**config.mk**
```make
export PLATFORM = sky130hd
export DESIGN_NAME = rotary_encoder_array
export DESIGN_NICKNAME = d
export VERILOG_FILES = /design/src/rtl/rotary_encoder_array_pkg.sv /design/src/rtl/debounce_filter.sv /design/src/rtl/rotary_encoder_array.sv
export SDC_FILE = /design/constraint.sdc
export NUM_CORES = 1
export LEC_CHECK = 0
export BUFFER_PORTS_ARGS = -buffer_cell sky130_fd_sc_hd__buf_2
export CAP_MARGIN = 25
export CORE_MARGIN = 1.5
export CORE_UTILIZATION = 30
export CTS_BUF_LIST = sky130_fd_sc_hd__clkbuf_8
export DETAILED_ROUTE_END_ITERATION = 12
export REMOVE_ABC_BUFFERS = 1
export SLEW_MARGIN = 30
export SYNTH_ARGS = -nofsm -noshare
export SYNTH_HDL_FRONTEND = slang
export SYNTH_SLANG_ARGS = --single-unit
```
**constraint.sdc**
```tcl
create_clock -name clk -period 3.41 [get_ports clk]
set_clock_uncertainty 0.05 [all_clocks]
set_input_delay 0.5115 -clock clk [delete_from_list [all_inputs] [get_ports clk]]
set_output_delay 0.5115 -clock clk [all_outputs]
set_load 0.05 [all_outputs]
```
**src/rtl/rotary_encoder_array_pkg.sv**
```systemverilog
// Shared definitions for the multi-channel rotary encoder block: button FSM states and
// quadrature transition codes.
package rotary_encoder_array_pkg;

  typedef enum logic [1:0] {
    StIdle    = 2'd0,
    StPressed = 2'd1,
    StHeld    = 2'd2
  } btn_state_e;

  // Transition codes are {previous AB, current AB} of the filtered phase pair.
  localparam logic [3:0] QuadLeft  = 4'b10_11;
  localparam logic [3:0] QuadRight = 4'b01_11;

  function automatic logic quad_illegal(input logic [1:0] prev, input logic [1:0] cur);
    return (prev ^ cur) == 2'b11;
  endfunction

endpackage

```
**src/rtl/debounce_filter.sv**
```systemverilog
// W-bit 2-FF synchroniser plus per-bit debounce: a bit's filtered level flips only after
// the synchronised level has disagreed with it for N consecutive cycles.
module debounce_filter #(
  parameter int unsigned N = 4,
  parameter int unsigned W = 1
) (
  input  logic         clk,
  input  logic         rst,
  input  logic [W-1:0] din,
  output logic [W-1:0] dout
);

  localparam int unsigned CW = (N > 1) ? $clog2(N) : 1;

  logic [W-1:0] meta_q;
  logic [W-1:0] sync_q;

  always_ff @(posedge clk or negedge rst) begin
    if (!rst) begin
      meta_q <= '0;
      sync_q <= '0;
    end else begin
      meta_q <= din;
      sync_q <= meta_q;
    end
  end

  for (genvar i = 0; i < W; i++) begin : g_bit
    logic [CW-1:0] cnt_q;
    logic          filt_q;

    always_ff @(posedge clk or negedge rst) begin
      if (!rst) begin
        cnt_q  <= '0;
        filt_q <= 1'b0;
      end else if (sync_q[i] == filt_q) begin
        cnt_q <= '0;
      end else if (cnt_q == CW'(N - 1)) begin
        filt_q <= ~filt_q;
        cnt_q  <= '0;
      end else begin
        cnt_q <= cnt_q + 1'b1;
      end
    end

    assign dout[i] = filt_q;
  end

endmodule

```
**src/rtl/rotary_encoder_array.sv**
```systemverilog
// CHANNELS quadrature knobs with push buttons: debounce, detent decode, position counters
// and button down/click/hold events, all synchronous to clk.
module rotary_encoder_array
  import rotary_encoder_array_pkg::*;
#(
  parameter int unsigned CHANNELS      = 2,
  parameter int unsigned QUAD_DEBOUNCE = 32,
  parameter int unsigned BTN_DEBOUNCE  = 512,
  parameter int unsigned LONG_PRESS    = 25000000,
  parameter int unsigned POS_WIDTH     = 8,
  parameter bit          WRAP          = 1'b1
) (
  input  logic                          clk,
  input  logic                          rst,
  input  logic [CHANNELS-1:0]           rotA,
  input  logic [CHANNELS-1:0]           rotB,
  input  logic [CHANNELS-1:0]           rotCenter,
  input  logic [CHANNELS-1:0]           posClr,
  output logic [CHANNELS-1:0]           left,
  output logic [CHANNELS-1:0]           right,
  output logic [CHANNELS-1:0]           down,
  output logic [CHANNELS-1:0]           click,
  output logic [CHANNELS-1:0]           hold,
  output logic [CHANNELS-1:0]           quadErr,
  output logic [CHANNELS*POS_WIDTH-1:0] pos
);

  localparam int unsigned HW = $clog2(LONG_PRESS);

  logic [CHANNELS-1:0] filt_a;
  logic [CHANNELS-1:0] filt_b;
  logic [CHANNELS-1:0] filt_c;

  debounce_filter #(
    .N(QUAD_DEBOUNCE),
    .W(CHANNELS)
  ) u_filt_a (
    .clk (clk),
    .rst (rst),
    .din (rotA),
    .dout(filt_a)
  );

  debounce_filter #(
    .N(QUAD_DEBOUNCE),
    .W(CHANNELS)
  ) u_filt_b (
    .clk (clk),
    .rst (rst),
    .din (rotB),
    .dout(filt_b)
  );

  debounce_filter #(
    .N(BTN_DEBOUNCE),
    .W(CHANNELS)
  ) u_filt_c (
    .clk (clk),
    .rst (rst),
    .din (rotCenter),
    .dout(filt_c)
  );

  for (genvar c = 0; c < CHANNELS; c++) begin : g_ch
    logic [1:0]           pair_q;
    logic [1:0]           prev_q;
    logic [3:0]           trans;
    logic                 step_l;
    logic                 step_r;
    logic                 illegal;
    logic [POS_WIDTH-1:0] pos_q;
    logic [POS_WIDTH-1:0] pos_dec;
    logic [POS_WIDTH-1:0] pos_inc;
    logic                 left_q;
    logic                 right_q;
    logic                 err_q;
    btn_state_e           st_q;
    logic [HW-1:0]        hcnt_q;
    logic                 down_q;
    logic                 click_q;
    logic                 hold_q;

    assign trans   = {prev_q, pair_q};
    assign step_l  = (trans == QuadLeft);
    assign step_r  = (trans == QuadRight);
    assign illegal = quad_illegal(prev_q, pair_q);

    // Saturating mode holds at the rails; wrap mode relies on natural overflow.
    always_comb begin
      pos_dec = pos_q - 1'b1;
      pos_inc = pos_q + 1'b1;
      if (!WRAP && (pos_q == '0)) pos_dec = pos_q;
      if (!WRAP && (&pos_q))      pos_inc = pos_q;
    end

    // pair_q/prev_q re-register the filtered levels so decode sees a clean one-cycle history.
    always_ff @(posedge clk or negedge rst) begin
      if (!rst) begin
        pair_q  <= 2'b00;
        prev_q  <= 2'b00;
        left_q  <= 1'b0;
        right_q <= 1'b0;
        err_q   <= 1'b0;
        pos_q   <= '0;
      end else begin
        pair_q  <= {filt_a[c], filt_b[c]};
        prev_q  <= pair_q;
        left_q  <= step_l;
        right_q <= step_r;
        if (posClr[c]) begin
          pos_q <= '0;
          err_q <= 1'b0;
        end else begin
          if (illegal) err_q <= 1'b1;
          if (step_l) begin
            pos_q <= pos_dec;
          end else if (step_r) begin
            pos_q <= pos_inc;
          end
        end
      end
    end

    always_ff @(posedge clk or negedge rst) begin
      if (!rst) begin
        st_q    <= StIdle;
        hcnt_q  <= '0;
        down_q  <= 1'b0;
        click_q <= 1'b0;
        hold_q  <= 1'b0;
      end else begin
        click_q <= 1'b0;
        hold_q  <= 1'b0;
        unique case (st_q)
          StIdle: begin
            if (filt_c[c]) begin
              st_q   <= StPressed;
              hcnt_q <= '0;
              down_q <= 1'b1;
            end
          end
          StPressed: begin
            if (!filt_c[c]) begin
              st_q    <= StIdle;
              click_q <= 1'b1;
              down_q  <= 1'b0;
            end else if (hcnt_q == HW'(LONG_PRESS - 1)) begin
              st_q   <= StHeld;
              hold_q <= 1'b1;
            end else begin
              hcnt_q <= hcnt_q + 1'b1;
            end
          end
          StHeld: begin
            if (!filt_c[c]) begin
              st_q   <= StIdle;
              down_q <= 1'b0;
            end
          end
          default: begin
            st_q   <= StIdle;
            down_q <= 1'b0;
          end
        endcase
      end
    end

    assign left[c]                         = left_q;
    assign right[c]                        = right_q;
    assign quadErr[c]                      = err_q;
    assign down[c]                         = down_q;
    assign click[c]                        = click_q;
    assign hold[c]                         = hold_q;
    assign pos[c*POS_WIDTH +: POS_WIDTH]   = pos_q;
  end

endmodule

```
# After elaboration in Yosys (flattened, before gate mapping)
# Index checks and enable logic that the tools add are counted.
[op_classes] add_sub_neg=12 n_eq_ne=36 mux=56 bitwise_logic=14 reduce_logical=22
[ops] operator="$mux 25" n=6
[ops] operator="$pmux 25 s2" n=2
[ops] operator="$add 25x1->25 const B" n=2
[ops] operator="$eq 25x25->1 const B" n=2
[ops] operator="$mux 8" n=6
[ops] operator="$mux 5" n=8
[ops] operator="$mux 9" n=4
[ops] operator="$add 5x1->5 const B" n=4
[ops] operator="$eq 5x5->1 const B" n=4
[ops] operator="$add 9x1->9 const B" n=2
[ops] operator="$eq 9x9->1 const B" n=2
[ops] operator="$mux 1" n=18
[ops] operator="$add 8x1->8 const B" n=2
[ops] operator="$mux 2" n=8
[ops] operator="$reduce_and 2->1" n=8
[ops] operator="$sub 8x1->8 const B" n=2
[ops] operator="$ne 2x2->1 const B" n=6
[ops] operator="$not 1->1" n=12
[ops] operator="$pmux 2 s3" n=2
[ops] operator="$eq 2x2->1 const B" n=4
[ops] operator="$eq 4x3->1 const B" n=2
[ops] operator="$eq 4x4->1 const B" n=2
[ops] operator="$ne 2x1->1 const B" n=4
[ops] operator="$reduce_and 4->1" n=2
[ops] operator="10 further kinds" n=26
[word_totals] register_bits=146 input_bits=10 out_inout_bits=28 wordCells=180

# Depth between registers and ports, before layout
# Gate-level depths: netlist of run 1.
[depth] word_depth=4 depth_mapped=9 mapped_depth_nobuf=8

# Cells and area by module
# From an unflattened synthesis of run 1, not the netlist that was laid out.
[unflattened] cells_unflattened=754 area_unflattened_um2=7499.7
[by_module_without_submodules] module="rotary_encoder_array" instances=1 cells_each=570 area_each_um2=5207.5 seq_area_each_um2=2252.2
[by_module_without_submodules] module="debounce_filter at u_filt_a ..." instances=2 cells_each=46 area_each_um2=641.9 seq_area_each_um2=400.4
[by_module_without_submodules] module="debounce_filter at u_filt_c" instances=1 cells_each=92 area_each_um2=1008.5 seq_area_each_um2=600.6

# Worst setup path after synthesis of run 1
# Ideal clock, no wire load.
[synth_path] kind="register to register" startpoint="register g_ch[1].prev_q[0]" endpoint="register g_ch[1].pos_q[7]" arrival_ps=2406 slack_ps=838 stages_incl_launch_ff=10 n_path_buf=1 period_less_slack_ps=2572 path_cell_list="dfrtp_1 > nand4b_2 > inv_1 > ha_1 > clkbuf_1 > nor4_1 > o21bai_1 > a41oi_1 > or4b_2 > o311ai_0"
[synth_between] elab_chain_len=3
[synth_lines] element="start, declared" line_no="rotary_encoder_array.sv:66" text="logic [1:0] prev_q;"
[synth_lines] element="start signal, assigned" line_no="rotary_encoder_array.sv:107" text="prev_q <= pair_q;"
[synth_lines] element="$eq 4x4->1 (*)" line_no="rotary_encoder_array.sv:84" text="assign step_l = (trans == QuadLeft);"
[synth_lines] element="net g_ch[1].step_l" line_no="rotary_encoder_array.sv:68" text="logic step_l;"
[synth_lines] element="$mux 8" line_no="rotary_encoder_array.sv:115" text="if (step_l) begin"
[synth_lines] element="$mux 8" line_no="rotary_encoder_array.sv:110" text="if (posClr[c]) begin"
[synth_lines] element="end signal, assigned" line_no="rotary_encoder_array.sv:116" text="pos_q <= pos_dec;"
[synth_lines] element="end signal, assigned" line_no="rotary_encoder_array.sv:118" text="pos_q <= pos_inc;"
[synth_lines] element="end, declared" line_no="rotary_encoder_array.sv:71" text="logic [POS_WIDTH-1:0] pos_q;"
# Mark *: on every way through the listed nets, which the timed path passes. The rest lies on a longest branch.
# A chain may end at the register's enable or synchronous reset.

# Final worst setup path of run 1
# Ends and elaborated chain as after synthesis.

==> flow_metrics.py, run 1 <==
metrics = {
    "routing": {
        "routedWlPerCell_um": 13.09,
        "ant_nets": 0,
        "drt_first_pass_iters": 4,
        "top_layer": "met4",
        "drtIter0Drc": 268,
        "vias_per_cell": 4.875,
        "wl_met3_um": 553,
        "drt-total-wl_mm": 14.50,
        "met2WireLength_mm": 6.568,
        "drc": 0,
        "vias": 5402,
        "m1WireLength_mm": 7.272,
    },
    "setup_path": {
        "crit_required_ps": 3690,
        "cp-start-kind": "flip-flop",
        "cp.arrival_ps": 3080,
        "worstSetupEndpointType": "flip-flop",
        "critPathKind": "flip-flop to flip-flop",
        "path_max_fanout": 10,
    },
    "logic_synthesis": {
        "yosys_warnings": 0,
        "syn_inst": 747,
        "async_flop_share_pct": 100.0,
        "ys_ff_latch": 146,
        "synth-main-ff-cell": "dfrtp_1",
        "synth_cell_types": 72,
        "avgSynthCellArea_um2": 10.05,
        "yosysSeqAreaShare_pct": 48.68,
        "synth_edf_count": 0,
        "synthesis.area_um2": 7505,
    },
    "timing": {
        "tightestPinTransition_ps": 763.1,
        "setup_viol": 0,
        "drv_slew": 0,
        "tns_ps": 0,
        "relSlewSlack_pct": 49.10,
        "worst_hold_slack_ps": 6.559,
        "rsz0062_at_grt": "no",
        "finalHoldViolCount": 0,
        "finalCritPeriodShare_pct": 82.12,
        "period_minus_slack_ps": 2800,
        "max_freq_mhz": 357.1,
    },
    "power_and_ir_drop": {
        "p_leak_nw": 3.788,
        "irDropWorstVdd_v": 0.0001620,
        "p_comb_share_pct": 2.7,
        "p_per_area_nw_per_um2": 377.3,
        "switching_share_pct": 23.96,
        "pwr-share-seq_pct": 56.3,
        "p_total_mw": 3.146,
        "p_int_mw": 2.392,
        "p_switching_mw": 0.7538,
        "clock_power_share_pct": 41.0,
    },
    "cts": {
        "cts.htree.levels": 4,
        "cts_setup_buffers": 0,
        "cts_hold_buf": 0,
        "cts.path.max_buffers": 2,
        "clk_pin_slew_ps": 80,
        "tritoncts": "yes",
        "cts_resized": 0,
        "cts_root_buf": "clkbuf_8",
        "clock_sinks": 146,
        "numCtsBuffers": 17,
        "clk_latency_ps": 450,
    },
    "cells_and_area": {
        "diodes": 0,
        "drive_above_1_share_pct": 13.65,
        "num-nets-final": 810,
        "utilization_pct": 34.08,
        "area_growth_pct": 11.09,
        "nFillCells": 2465,
        "seq_area_um2": 3654,
        "multi_input_area_um2": 3548,
    },
    "outcome": {
        "status": "completed",
    },
    "flow_run": {
        "cap_violations": 0,
    },
    "placed_design": {
        "dp_hpwl_mm": 9.851,
        "gp_congestion": 0.8045,
        "io_buffers": 37,
    },
    "global_routing": {
        "grt_pass1_vias": 5214,
        "track_usage_pct": 11.71,
        "grt_start_max_net_pins": 61,
        "grt_pass1_wl_mm": 25.19,
        "grt.overflow.total": 0,
        "antenna_found_initial": 0,
    },
    "min_path": {
        "min-delay-path-class": "input port to asynchronous set/reset pin",
    },
    "floorplanning": {
        "fp.dieH_um": 161.2,
        "core_um2": 24460,
        "pin_count": 38,
        "die_area_um2": 25970,
        "fp-row-count": 57,
        "start_util_pct": 30.68,
        "die_w_um": 161.2,
    },
}
area by class of cell:
| cell class | instances | share of cell area [%] |
|---|---|---|
| inverters | 25 | 1.126 |
| multi-input cells | 537 | 42.56 |
| flip-flops and latches | 146 | 43.82 |
| clock buffers | 19 | 3.137 |
| clock inverters | 12 | 1.321 |
| well taps | 324 | 4.863 |
| repair buffers | 45 | 3.167 |
synth_stat cells (4+ instances only):
master	count	area share, %
nand3_1	34	2.3
nor4_1	8	0.67
clkbuf_1	21	1.1
nand2_1	63	3.2
o311ai_0	4	0.47
a211oi_1	6	0.60
and3_1	15	1.3
or3_1	13	1.1
a21oi_1	39	2.6
ha_1	28	4.7
and2_1	14	1.2
buf_4	13	1.3
inv_1	25	1.3
a21o_1	6	0.60
nand4b_1	4	0.47
nand3b_1	6	0.60
o31ai_1	8	0.80
xnor2_1	27	3.2
mux2_2	7	1.1
o21ai_1	5	0.33
mux2i_1	11	1.5
or4_1	12	1.2
nand2b_1	16	1.3
nor2_1	64	3.2
nand4_1	15	1.3
o21ai_0	24	1.6
o211ai_1	9	0.90
xor2_1	24	2.8
dfrtp_1	146	49
nor3_1	13	0.87
nor2b_1	6	0.50
kinds of logic (layout without fill, tap and decap cells):
logic type | Yosys count | count (layout) | synth area share [%]
buffers and inverters | 64 | 101 | 4.101
XOR/XNOR | 51 | 51 | 5.952
flip-flops | 146 | 146 | 48.68
adder cells (fa/ha/maj) | 28 | 28 | 4.668
AO/OA/AOI/OAI | 131 | 131 | 11.69
multiplexers | 18 | 18 | 2.518
AND/OR/NAND/NOR | 309 | 309 | 22.39
power groups by stage:
stage | sequential (mW) | clock, mW | combinational [mW]
floorplan | 1.80 | 0 | 0.0332
global placement | 1.80 | 0 | 0.0889
detailed placement | 1.81 | 0 | 0.0904
CTS | 1.77 | 1.34 | 0.0911
global route | 1.77 | 1.42 | 0.102
finish | 1.77 | 1.29 | 0.0857
worst max-delay path, cell delays in order (launching register included):
cell and delay [ps]:
dfrtp_1 430, nand4b_2 370, inv_1 300, ha_1 350, nor4_1 100, o21bai_1 180, a41oi_1 180, or4b_2 630
o311ai_0 110
layer usage:
layer,GRT usage [%],vias up
met5,0,-
met4,2.820,0
met3,3.107,9
met2,18.61,82
met1,15.88,2601
li1,-,2710
placed cells by master (no fill, tap or decap), types with 8 or more instances in the layout:
| cell | synthesis | routed |
|---|---|---|
| o211ai_1 | 9 | 9 |
| inv_1 | 25 | 25 |
| xor2_1 | 24 | 24 |
| nor3_1 | 13 | 13 |
| xnor2_1 | 27 | 27 |
| and3_1 | 15 | 15 |
| nand3_1 | 34 | 34 |
| dfrtp_1 | 146 | 146 |
| nor4_1 | 8 | 8 |
| ha_1 | 28 | 28 |
| mux2i_1 | 11 | 11 |
| nand4_1 | 15 | 15 |
| a21oi_1 | 39 | 39 |
| or3_1 | 13 | 13 |
| nand2_1 | 63 | 63 |
| o21ai_0 | 24 | 24 |
| or4_1 | 12 | 12 |
| clkbuf_8 | 0 | 19 |
| buf_2 | 3 | 36 |
| nor2_1 | 64 | 64 |
| nand2b_1 | 16 | 16 |
| o31ai_1 | 8 | 8 |
| and2_1 | 14 | 14 |
sequential cells by signal (all words and copies together) (netlist names), 4 cells and up:
name / cells
g_ch.pos_q: 16
u_filt_a.g_bit.cnt_q: 10
u_filt_c.g_bit.cnt_q: 18
g_ch.st_q: 4
g_ch.pair_q: 4
g_ch.hcnt_q: 50
g_ch.prev_q: 4
u_filt_b.g_bit.cnt_q: 10
through the flow:
stage,area [um2],setup slack [ps],std cells
6_report,8337,609.5,1108
5_1_grt,8337,359.7,1108
3_5_place_dp,7965,659.8,1077
4_1_cts,8337,640.7,1108
2_1_floorplan,7291,935.2,708
3_3_place_gp,7965,755.3,1077
final timing paths:
| check | slack, ps | cells after the start | start | to |
|---|---|---|---|---|
| max in group asynchronous | 2510 | 2 | rst | u_filt_c.g_bit[1].cnt_q[0]$_DFF_PN0_ |
| hold / removal | 7 | 1 | rst | u_filt_a.meta_q[0]$_DFF_PN0_ |
| setup reg to reg | 610 | 8 | g_ch[1].prev_q[0]$_DFF_PN0_ | g_ch[1].pos_q[7]$_DFFE_PN0P_ |
| hold reg to reg | 300 | 0 | u_filt_a.meta_q[0]$_DFF_PN0_ | u_filt_a.sync_q[0]$_DFF_PN0_ |
| min in group clk | 120 | 1 | rotA[1] | u_filt_a.meta_q[1]$_DFF_PN0_ |
| setup / recovery | 610 | 8 | g_ch[1].prev_q[0]$_DFF_PN0_ | g_ch[1].pos_q[7]$_DFFE_PN0P_ |
(Power assumes the default switching activity.)
==> run 2, diff against run 1 <==
==> constraint.sdc (replaced) <==
create_clock -name clk -period 2.6 [get_ports clk]
set_clock_uncertainty 0.05 [all_clocks]
set_input_delay 0.39 -clock clk [delete_from_list [all_inputs] [get_ports clk]]
set_output_delay 0.39 -clock clk [all_outputs]
set_load 0.05 [all_outputs]
==> run 2 against run 1 <==
  * Sequential share of layout area shrank 0.95 points
  * Largest cell class unchanged
  * Via count up 1.3%
  * Cell count rose by 1.5%
  * Clock power grew 42%
  * Total power rose by 36%
==> flow_metrics.py, run 2 (synthesis results as in run 1) <==
metrics = {
    "timing": {
        "relSlewSlack_pct": 45.87,
        "rsz0062_at_grt": "no",
        "finalHoldViolCount": 0,
        "drv_slew": 0,
        "tightestPinTransition_ps": 811.4,
        "max_freq_mhz": 420.0,
        "period_minus_slack_ps": 2381,
        "tns_ps": 0,
        "finalCritPeriodShare_pct": 91.57,
        "setup_viol": 0,
    },
    "placed_design": {
        "gp_congestion": 0.8025,
        "dp_hpwl_mm": 9.841,
        "io_buffers": 37,
    },
    "power_and_ir_drop": {
        "p_per_area_nw_per_um2": 501.2,
        "p_int_mw": 3.273,
        "clock_power_share_pct": 42.8,
        "pwr-share-seq_pct": 54.3,
        "p_total_mw": 4.271,
        "p_switching_mw": 0.9979,
        "p_comb_share_pct": 2.9,
        "switching_share_pct": 23.37,
        "irDropWorstVdd_v": 0.0003156,
        "p_leak_nw": 3.886,
    },
    "cts": {
        "cts_resized": 0,
        "cts_setup_buffers": 0,
        "clk_latency_ps": 440,
        "cts.htree.levels": 4,
        "cts_root_buf": "clkbuf_8",
        "numCtsBuffers": 17,
        "cts_hold_buf": 7,
        "clock_sinks": 146,
        "cts.path.max_buffers": 2,
        "tritoncts": "yes",
        "clk_pin_slew_ps": 80,
    },
    "cells_and_area": {
        "multi_input_area_um2": 3548,
        "final_common_cell": "dfrtp_1",
        "seq_area_um2": 3654,
        "layout_common_cells": "146 x dfrtp_1, 64 x nor2_1, 63 x nand2_1",
        "regMostFlops": "g_ch.hcnt_q",
        "num-nets-final": 826,
        "drive_above_1_share_pct": 14.61,
        "largest_reg_flops": 50,
        "biggestRegsByFlops": "g_ch.hcnt_q: 50 flops, u_filt_c.g_bit.cnt_q: 18 flops, g_ch.pos_q: 16 flops",
        "nFillCells": 2460,
        "diodes": 0,
        "area_growth_pct": 13.55,
    },
    "setup_path": {
        "slowest_delay_ps": 620,
        "path_max_fanout": 8,
        "critical_path.most_common_cell": "a21oi_1",
        "worstSetupEndpointType": "flip-flop",
        "crit_slowest_cell": "or4b_2",
        "path_cells": "nand4b_2 > inv_1 > ha_1 > a21oi_1 > a21oi_1 > a41oi_1 > or4b_2 > o311ai_0",
        "rr_worst_depth": 8,
        "crit_required_ps": 2880,
        "cp-start-kind": "flip-flop",
        "cp.arrival_ps": 2660,
        "critPathKind": "flip-flop to flip-flop",
    },
    "routing": {
        "drt-total-wl_mm": 14.62,
        "top_layer": "met4",
        "routedWlPerCell_um": 12.99,
        "drt_first_pass_iters": 4,
        "m1WireLength_mm": 7.307,
        "met2WireLength_mm": 6.686,
        "ant_nets": 0,
        "vias_per_cell": 4.866,
        "drtIter0Drc": 281,
        "wl_met3_um": 510,
        "vias": 5474,
        "drc": 0,
    },
    "global_routing": {
        "grt_pass1_wl_mm": 25.35,
        "track_usage_pct": 11.93,
        "grt.overflow.total": 0,
        "grt_start_max_net_pins": 58,
        "antenna_found_initial": 0,
        "grt_pass1_vias": 5324,
    },
    "floorplanning": {
        "start_util_pct": 30.68,
        "pin_count": 38,
        "fp.dieH_um": 161.2,
        "die_w_um": 161.2,
        "core_um2": 24460,
        "fp-row-count": 57,
        "die_area_um2": 25970,
    },
    "outcome": {
        "status": "completed",
    },
    "min_path": {
        "min-delay-path-class": "input port to flip-flop",
        "hold_depth": 2,
    },
    "flow_run": {
        "cap_violations": 0,
    },
}
==> run 2: cell count changes in the layout (fill, tap and decap cells not counted), sizes merged <==
cell	change
buf	+9
dlygate4sd3	+7
clkinv	-1
clkbuf	+1
bufinv	+1
==> run 2: metrics by stage <==
step | hold WS (ps) | instances | setup slack (ps) | cell area [um2] | utilization (%)
final | 219.0 | 1125 | 219.1 | 8522 | 34.84
after global routing | 190.9 | 1125 | 40.20 | 8522 | 34.84
after CTS | 194.1 | 1125 | 212.1 | 8522 | 34.84
after detailed placement | 284.7 | 1086 | 232.1 | 8045 | 32.89
after global placement | 283.3 | 1086 | 301.9 | 8045 | 32.89
after floorplan | 44.41 | 708 | 125.2 | 7291 | -
==> run 2: path summary, 6_finish.rpt <==
path | start | endpoint | slack (ps)
worst max register to register | g_ch[1].prev_q[0]$_DFF_PN0_ | g_ch[1].pos_q[7]$_DFFE_PN0P_ | 220
max in group asynchronous | rst | g_ch[1].hcnt_q[14]$_DFFE_PN0P_ | 1410
worst min-delay path | posClr[0] | g_ch[0].pos_q[2]$_DFFE_PN0P_ | 220
min in group asynchronous | rst | u_filt_a.meta_q[0]$_DFF_PN0_ | 430
worst min register to register | u_filt_b.meta_q[1]$_DFF_PN0_ | u_filt_b.sync_q[1]$_DFF_PN0_ | 300
worst max-delay path | g_ch[1].prev_q[0]$_DFF_PN0_ | g_ch[1].pos_q[7]$_DFFE_PN0P_ | 220
==> run 2: power groups by stage <==
stage | clock, mW | combinational, mW | sequential, mW
after CTS | 1.90 | 0.129 | 2.32
after detailed placement | 0 | 0.121 | 2.37
after global placement | 0 | 0.119 | 2.37
final | 1.83 | 0.122 | 2.32
after global routing | 1.99 | 0.147 | 2.33
after floorplan | 0 | 0.0435 | 2.36
==> run 2: critical path: cells and delay by family (launching register included) <==
family	cells	cell delay, ps
buffers and inverters	1	100
AND/OR/NAND/NOR	2	850
flip-flops	1	420
adder cells (fa/ha/maj)	1	290
AO/OA/AOI/OAI	4	560
==> run 2: final cells by class <==
cell class / count / share of cell area (%)
Inverter: 25 / 1.101
Sequential cell: 146 / 42.87
Tap cell: 324 / 4.757
Clock inverter: 12 / 1.542
Multi-Input combinational cell: 537 / 41.64
Clock buffer: 20 / 3.230
Timing Repair Buffer: 61 / 4.860
==> run 2: layer usage <==
metal  vias to the layer above  track usage [%]
met3                         8            3.390
met2                        89            18.59
met1                      2637            16.21
met4                         0            3.199
li1                       2740                -
met5                         -                0
==> run 3, diff against run 2 <==
--- a/config.mk
+++ b/config.mk
@@ -11,6 +11,7 @@
 export CORE_UTILIZATION = 30
 export CTS_BUF_LIST = sky130_fd_sc_hd__clkbuf_8
 export DETAILED_ROUTE_END_ITERATION = 12
+export PLACE_DENSITY = 0.55
 export REMOVE_ABC_BUFFERS = 1
 export SLEW_MARGIN = 30
 export SYNTH_ARGS = -nofsm -noshare
==> run 3 against run 2 <==
  * Die area unchanged
  * Count of clock-buffer cells in the layout decreased by 1
  * Cell count increased by 0.18%
  * Critical endpoint unchanged
  * Largest cell class unchanged
==> flow_metrics.py, run 3 (synthesis results as in run 1) <==
metrics = {
    "outcome": {
        "status": "completed",
    },
    "cells_and_area": {
        "area_growth_pct": 13.42,
        "layout_common_cells": "146 x dfrtp_1, 64 x nor2_1, 63 x nand2_1",
        "drive_above_1_share_pct": 14.69,
        "nFillCells": 2496,
        "biggestRegsByFlops": "g_ch.hcnt_q: 50 flops, u_filt_c.g_bit.cnt_q: 18 flops, g_ch.pos_q: 16 flops",
        "final_common_cell": "dfrtp_1",
        "diodes": 0,
        "largest_reg_flops": 50,
        "num-nets-final": 828,
        "regMostFlops": "g_ch.hcnt_q",
    },
    "placed_design": {
        "gp_congestion": 0.7736,
        "dp_hpwl_mm": 9.857,
        "io_buffers": 37,
    },
    "routing": {
        "vias_per_cell": 4.857,
        "vias": 5474,
        "routedWlPerCell_um": 12.79,
        "ant_nets": 0,
        "drtIter0Drc": 314,
        "drt-total-wl_mm": 14.41,
        "drt_first_pass_iters": 4,
        "drc": 0,
    },
    "power_and_ir_drop": {
        "p_per_area_nw_per_um2": 492.3,
        "irDropWorstVdd_v": 0.0002514,
        "p_leak_nw": 3.899,
    },
    "floorplanning": {
        "core_um2": 24460,
        "pin_count": 38,
        "start_util_pct": 30.68,
        "die_w_um": 161.2,
        "die_area_um2": 25970,
        "fp.dieH_um": 161.2,
        "fp-row-count": 57,
    },
    "setup_path": {
        "crit_buf_inv": 1,
        "crit_family": "simple AND/OR/NAND/NOR gates",
        "crit_required_ps": 2880,
        "slowest_delay_ps": 620,
        "cp.arrival_ps": 2590,
        "crit_slowest_cell": "or4b_2",
        "worstSetupEndpointType": "flip-flop",
        "path_max_fanout": 8,
        "path_cells": "nand4b_2 > inv_1 > ha_2 > nor4_1 > o21bai_1 > a41oi_1 > or4b_2 > o311ai_0",
        "cp-start-kind": "flip-flop",
        "critPathKind": "flip-flop to flip-flop",
    },
    "cts": {
        "clock_sinks": 146,
        "cts_setup_buffers": 0,
        "cts.path.max_buffers": 2,
        "numCtsBuffers": 17,
        "clk_pin_slew_ps": 80,
        "cts_root_buf": "clkbuf_8",
        "tritoncts": "yes",
        "clk_latency_ps": 450,
        "cts.htree.levels": 4,
    },
    "global_routing": {
        "grt_start_max_net_pins": 64,
        "track_usage_pct": 12.05,
        "grt.overflow.total": 0,
        "grt_pass1_wl_mm": 25.65,
        "grt_pass1_vias": 5252,
        "antenna_found_initial": 0,
    },
    "timing": {
        "setup_viol": 0,
        "rsz0062_at_grt": "no",
        "relSlewSlack_pct": 48.46,
        "max_freq_mhz": 432.1,
        "period_minus_slack_ps": 2314,
        "finalCritPeriodShare_pct": 89.01,
        "worst_hold_slack_ps": 56.39,
        "tightestPinTransition_ps": 772.7,
        "tns_ps": 0,
        "drv_slew": 0,
        "finalHoldViolCount": 0,
    },
    "min_path": {
        "min-delay-path-class": "input port to flip-flop",
    },
    "flow_run": {
        "cap_violations": 0,
    },
}
-- run 3: cell count changes in the layout (fill, tap and decap cells not counted), sizes merged --
cell / previous run / this run
buf: 54 / 57
clkinvlp: 4 / 2
inv: 26 / 28
clkbuf: 20 / 19
clkinv: 5 / 6
dlygate4sd3: 7 / 6
-- run 3: final timing paths --
path,start,slack [ps],depth (start not counted),endpoint
setup reg to reg,g_ch[1].prev_q[0]$_DFF_PN0_,290,8,g_ch[1].pos_q[7]$_DFFE_PN0P_
max in group asynchronous,rst,1400,3,u_filt_c.g_bit[1].cnt_q[1]$_DFF_PN0_
hold reg to reg,u_filt_c.meta_q[1]$_DFF_PN0_,300,0,u_filt_c.sync_q[1]$_DFF_PN0_
setup / recovery,g_ch[1].prev_q[0]$_DFF_PN0_,290,8,g_ch[1].pos_q[7]$_DFFE_PN0P_
min in group asynchronous,rst,440,2,u_filt_a.g_bit[0].cnt_q[3]$_DFF_PN0_
hold / removal,rotCenter[1],60,1,u_filt_c.meta_q[1]$_DFF_PN0_
-- run 3: final cells by class --
cell class                 instances  area, um2  area share (%)
clock buffer                      19      261.5           3.072
clock inverter                    13      120.1           1.411
inverter                          25      93.84           1.102
multi-input combinational        537       3551           41.72
sequential                       146       3654           42.92
tap                              324      405.4           4.763
timing repair buffer              63      426.7           5.012
-- run 3: timing repair --
item,4_1_cts,5_1_grt
gates resized for setup,0,1
endpoints found under the hold margin,65,0
hold buffers,6,0
endpoints found under the setup margin,0,1
-- run 3: power breakdown --
| part | switching (mW) | internal (mW) |
|---|---|---|
| registers | 0.0202 | 2.30 |
| logic | 0.0795 | 0.0432 |
| clock network | 0.862 | 0.885 |
| total | 0.961 | 3.23 |
-- run 3: stage by stage --
stage | power, mW | instance area (um2) | instances | setup slack (ps) | utilization, %
after floorplan | 2.406 | 7291 | 708 | 125.2 | -
after global placement | 2.489 | 8068 | 1089 | 297.8 | 32.98
after detailed placement | 2.490 | 8068 | 1089 | 247.9 | 32.98
after CTS | 4.271 | 8509 | 1127 | 219.9 | 34.79
after global routing | 4.386 | 8512 | 1127 | 69.53 | 34.80
final | 4.190 | 8512 | 1127 | 285.6 | 34.80
-- run 3: layer usage --
layer	track usage [%]	up-vias	share of wire, %
met5	0	-	0
met4	4.082	0	1.3
met3	2.979	16	3.1
met2	18.77	71	45
met1	16.33	2653	51
li1	-	2734	-
